<file path="config.mk">
export PLATFORM = sky130hd
export DESIGN_NAME = pipelined_adder
export DESIGN_NICKNAME = d
export VERILOG_FILES = /design/src/rtl/adder_pkg.sv /design/src/rtl/adder_slice.sv /design/src/rtl/pipelined_adder.sv
export SDC_FILE = /design/constraint.sdc
export NUM_CORES = 1
export LEC_CHECK = 0
export ABC_AREA = 1
export BUFFER_PORTS_ARGS = -buffer_cell sky130_fd_sc_hd__buf_2
export CAP_MARGIN = 5
export CORE_MARGIN = 4
export CORE_UTILIZATION = 50
export CTS_CLUSTER_DIAMETER = 60
export CTS_CLUSTER_SIZE = 10
export DETAILED_ROUTE_END_ITERATION = 6
export PLACE_DENSITY = 0.76
export SETUP_SLACK_MARGIN = 0.02
export SYNTH_ARGS = -nofsm -noshare
export SYNTH_HDL_FRONTEND = slang
export SYNTH_SLANG_ARGS = --single-unit
</file>
<file path="constraint.sdc">
create_clock -name clk -period 2.8 [get_ports clk]
set_clock_uncertainty 0.1 [all_clocks]
set_input_delay 0 -clock clk [delete_from_list [all_inputs] [get_ports clk]]
set_output_delay 0 -clock clk [all_outputs]
set_load 0.03 [all_outputs]
</file>
<file path="src/rtl/adder_pkg.sv">
// Shared constants for the slice-pipelined adder: slice width and
// the add/subtract mode encoding.
package adder_pkg;

    localparam int SLICE_W = 4;

    typedef enum logic {
        ADD = 1'b0,
        SUB = 1'b1
    } op_e;

endpackage

</file>
<file path="src/rtl/adder_slice.sv">
// Combinational 4-bit adder slice. Exposes the carry into its top bit
// (c3) so the final stage can form signed overflow.
module adder_slice
    import adder_pkg::*;
(
    input  logic [SLICE_W-1:0] x,
    input  logic [SLICE_W-1:0] y,
    input  logic               cin,
    output logic [SLICE_W-1:0] sum,
    output logic               cout,
    output logic               c3
);

    logic [SLICE_W-1:0] lo;
    logic [1:0]         hi;

    // Low bits are added separately so the carry into the top bit is visible.
    assign lo = {1'b0, x[SLICE_W-2:0]} + {1'b0, y[SLICE_W-2:0]}
              + {{(SLICE_W-1){1'b0}}, cin};
    assign c3 = lo[SLICE_W-1];
    assign hi = {1'b0, x[SLICE_W-1]} + {1'b0, y[SLICE_W-1]} + {1'b0, c3};

    assign sum  = {hi[0], lo[SLICE_W-2:0]};
    assign cout = hi[1];

endmodule

</file>
<file path="src/rtl/pipelined_adder.sv">
// Add/subtract pipelined one 4-bit slice per stage with valid/ready
// handshaking; the whole pipeline stalls when the output is blocked.
module pipelined_adder
    import adder_pkg::*;
#(
    parameter int WIDTH = 16
) (
    input  logic             clk,
    input  logic             rst_n,
    input  logic             in_valid,
    output logic             in_ready,
    input  logic [WIDTH-1:0] a,
    input  logic [WIDTH-1:0] b,
    input  logic             sub,
    output logic             out_valid,
    input  logic             out_ready,
    output logic [WIDTH:0]   s,
    output logic             ovf
);

    localparam int STAGES = WIDTH / SLICE_W;

    logic             en;
    logic [WIDTH-1:0] b_eff;
    logic             ovf_q;

    assign en       = !out_valid || out_ready;
    assign in_ready = en;
    assign b_eff    = (op_e'(sub) == SUB) ? ~b : b;

    for (genvar k = 0; k < STAGES; k++) begin : stage
        localparam int RW = SLICE_W * (k + 1);   // result bits completed so far
        localparam int AW = WIDTH - RW;          // operand bits still to add

        logic [SLICE_W-1:0] x, y, sum;
        logic               cin, vin, cout, c3;
        logic [RW-1:0]      res_d;
        logic               valid_q, carry_q;
        logic [RW-1:0]      res_q;

        if (k == 0) begin : g_first
            assign x     = a[SLICE_W-1:0];
            assign y     = b_eff[SLICE_W-1:0];
            assign cin   = sub;
            assign vin   = in_valid;
            assign res_d = sum;
        end else begin : g_next
            assign x     = stage[k-1].g_rem.opa_q[SLICE_W-1:0];
            assign y     = stage[k-1].g_rem.opb_q[SLICE_W-1:0];
            assign cin   = stage[k-1].carry_q;
            assign vin   = stage[k-1].valid_q;
            assign res_d = {sum, stage[k-1].res_q};
        end

        adder_slice u_slice (
            .x    (x),
            .y    (y),
            .cin  (cin),
            .sum  (sum),
            .cout (cout),
            .c3   (c3)
        );

        // NOTE: sequential state uses non-blocking assignments so every stage
        // samples its predecessor's pre-edge value, independent of block order.
        // NOTE: the datapath is reset along with the valid bits so no stale
        // operand or carry survives a reset into later cycles.
        always_ff @(posedge clk) begin
            if (!rst_n) begin
                valid_q <= 1'b0;
                carry_q <= 1'b0;
                res_q   <= '0;
            end else if (en) begin
                valid_q <= vin;
                carry_q <= cout;
                res_q   <= res_d;
            end
        end

        // Upper operand bits ride along until their slice is reached.
        if (AW > 0) begin : g_rem
            logic [AW-1:0] opa_d, opb_d, opa_q, opb_q;

            if (k == 0) begin : g_src
                assign opa_d = a[WIDTH-1:SLICE_W];
                assign opb_d = b_eff[WIDTH-1:SLICE_W];
            end else begin : g_src
                assign opa_d = stage[k-1].g_rem.opa_q[AW+SLICE_W-1:SLICE_W];
                assign opb_d = stage[k-1].g_rem.opb_q[AW+SLICE_W-1:SLICE_W];
            end

            always_ff @(posedge clk) begin
                if (!rst_n) begin
                    opa_q <= '0;
                    opb_q <= '0;
                end else if (en) begin
                    opa_q <= opa_d;
                    opb_q <= opb_d;
                end
            end
        end
    end

    always_ff @(posedge clk) begin
        if (!rst_n) begin
            ovf_q <= 1'b0;
        end else if (en) begin
            ovf_q <= stage[STAGES-1].c3 ^ stage[STAGES-1].cout;
        end
    end

    assign out_valid = stage[STAGES-1].valid_q;
    assign s         = {stage[STAGES-1].carry_q, stage[STAGES-1].res_q};
    assign ovf       = ovf_q;

endmodule

</file>
==> metrics.md <==
| Metric | Value |
|---|---|
| Status | `completed` |
| Reg clk slew, reported paths | `90 ps` |
| Starting Density | `0.516` |
| Vias per cell | `4.97` |
| Worst Setup End Kind | `flip-flop` |
| Leak pwr | `1.94 nW` |
| Setup Buffers After CTS | `0` |
| Most frequent cell after synthesis | `nor2_1` |
| PnR worst setup slack | `802 ps` |
| Nets | `588` |
| Main combinational cell family by area after synthesis | `compound AO/OA/AOI/OAI gates` |
| Synthesized flop and latch total | `97` |
| CP Launch Type | `flip-flop` |
| Layout area overhead | `18.2%` |
| Root Buffer | `clkbuf_8` |
| IO buf count | `56` |
| Ports | `57` |
| Clock sink count | `97` |
| # rows | `32` |
| Filler cells | `671` |
| Final Util | `0.609` |
| Fin. max-slew vios | `0` |
| Vias in the first global route | `3045` |
| 1st-iter DRT viols | `200` |
| Final critical-path required period | `2000 ps` |
| Post-CTS Hold Buffers | `29` |
| H-tree depth | `3` |
| Die width | `97.3 um` |
| DR vias | `3175` |
| Post-synth EDFFs | `0` |
| CP arrival | `2160 ps` |
| Final ANT Viol Nets | `0` |
| Mux share of post-synthesis cell area | `0` |
| Non-filler instance count after layout | `639` |
| TritonRoute pass-1 iters | `4` |
| Post-synth top flop | `dfxtp_1` |
| Synth Instances | `465` |
| Synth Warn # | `0` |
| Unique cell type count in the Yosys netlist | `23` |
| DRC | `0` |
| First-pass GRT wire length | `13.9 mm` |
| CTS tree | `built` |
| Commonest cells in the netlist | `116 x nor2_1, 97 x dfxtp_1, 87 x o21ai_0, 41 x a21oi_1, 24 x inv_1` |
| Final setup TNS | `0 ps` |
| Num CTS Buffers | `9` |
| Synthesized area | `3990 sq um` |
| Worst slack, placed | `808 ps` |
| Die Footprint | `9460 sq um` |
| Main area contributors after synthesis | `dfxtp_1 49%, o21ai_0 11%, nor2_1 11%` |
| Worst slew pin tran | `754 ps` |
| Critical path class | `reg -> reg` |
| Yosys top cell by area | `dfxtp_1` |
| Final hold slack | `66.5 ps` |
| Final count of hold timing violations | `0` |
| Largest net degree at the start of global routing | `98` |
| GRT overflow | `0` |
| Synth Area in Adders | `0.0804` |
| Gpl congestion | `0.782` |
| Post-route cell area | `4710 sq um` |
| Final setup fails | `0` |
| Synth Area in Simple Gates | `0.123` |
| Share of post-route cells with drive strength above 1 | `0.156` |
| Fmax | `500 MHz` |
| Post-Synth XOR/XNOR Area | `0.0440` |
| Placeable Area | `7730 sq um` |
| Placed Instance Area | `4210 sq um` |
| Overall Power | `2.84 mW` |
| # Max-Cap Violations | `0` |
| Drt wl/cell | `12.5 um` |
| Post-cts resize count | `0` |
| Initial antenna violation count | `0` |
| Worst VDD drop | `0.000297 V` |
| CTS Buffer Depth | `2` |
| Final wirelength | `7.99 mm` |
| Compound-cell area share of the yosys netlist | `0.183` |
| Seq/Total Area, Yosys | `0.487` |
| Relative slew slack | `0.497` |
| Placed Cells | `594` |
| Top-area cell type share of the netlist area | `0.487` |
| WP data required | `2960 ps` |
| CP max FO | `3` |
| N_diodes | `0` |
| Latest clock arrival within the worst-skew pair | `350 ps` |
| Hold crit path type | `in -> reg` |
| GRT Total Usage | `0.176` |
| Die Y | `97.3 um` |
| RSZ-0062 raised after global routing | `no` |
| Mapped Avg Cell Area | `8.57 sq um` |
| Pwr dens | `603 nW/um^2` |
| Synth Net Count | `521` |
| Asr flop ratio synth | `0` |
| Part of the cycle the worst path needs | `0.714` |
| Final HPWL DP | `5.12 mm` |
-- per-layer routing --
metal | wire, um | GRT usage | vias to the layer above
met5 | 0 | 0 | -
met3 | 359 | 0.0395 | 8
met2 | 3920 | 0.284 | 76
met4 | 104 | 0.0639 | 0
met1 | 3610 | 0.232 | 1450
li1 | - | - | 1641
-- layout by cell type, fill, tap and decap left out --
| master | instances |
|---|---|
| a211oi_1 | 2 |
| a21boi_0 | 1 |
| a21oi_1 | 41 |
| a21oi_2 | 2 |
| buf_12 | 1 |
| buf_2 | 56 |
| buf_4 | 4 |
| bufinv_16 | 1 |
| clkbuf_8 | 10 |
| clkinv_2 | 1 |
| clkinv_4 | 2 |
| clkinvlp_4 | 2 |
| dfxtp_1 | 97 |
| dlygate4sd3_1 | 29 |
| fa_1 | 11 |
| ha_1 | 8 |
| inv_1 | 24 |
| inv_2 | 1 |
| nand2_1 | 9 |
| nand2_2 | 1 |
| nand3_1 | 2 |
| nor2_1 | 116 |
| nor2_4 | 1 |
| o21ai_0 | 87 |
| o21ai_1 | 6 |
| o21ai_2 | 2 |
| xnor2_1 | 15 |
| xor2_1 | 5 |
-- flip-flops by register name (all words and copies together) (netlist names) --
name               count
out_valid              1
stage.res_q           40
stage.valid_q          3
stage.carry_q          4
stage.g_rem.opa_q     24
ovf                    1
stage.g_rem.opb_q     24
-- cells by family after synthesis --
family | count (synthesis)
simple gates | 129
xor+xnor | 20
compound gates | 141
flops | 97
fa+ha+maj | 19
buf+inv | 59
-- power by group --
group	internal (mW)	leakage (nW)	switching, mW
Clock	0.439	0.0985	0.472
Sequential	1.49	0.799	0.0528
Combinational	0.174	1.04	0.217
Total	2.10	1.94	0.742
-- path summary, 6_finish.rpt --
check / end / slack, ps / start / cells past startpoint
max reg2reg: ovf / 800 / stage[2].carry_q / 11
min reg2reg: stage[2].valid_q / 350 / stage[2].valid_q / 2
max: ovf / 800 / stage[2].carry_q / 11
min: stage[0].res_q[2] / 70 / a[2] / 4
-- worst max-delay path, cell delays in order (launching register included) --
cell,delay [ps]
dfxtp_1,330
inv_1,60
fa_1,420
inv_1,100
nand3_1,70
nand2_1,100
inv_1,60
fa_1,400
nor2_1,120
nand2_1,60
nand2_1,50
nor2_1,40
-- final cells by class --
cell class,instances,area [sq um],area share
Tap cell,102,128,0.0271
Multi-Input combinational cell,309,1720,0.365
Clock buffer,10,138,0.0292
Timing Repair Buffer,90,621,0.132
Sequential cell,97,1940,0.412
Inverter,25,93.8,0.0199
Clock inverter,6,67.6,0.0143
Power figures use the tool's default switching activity.
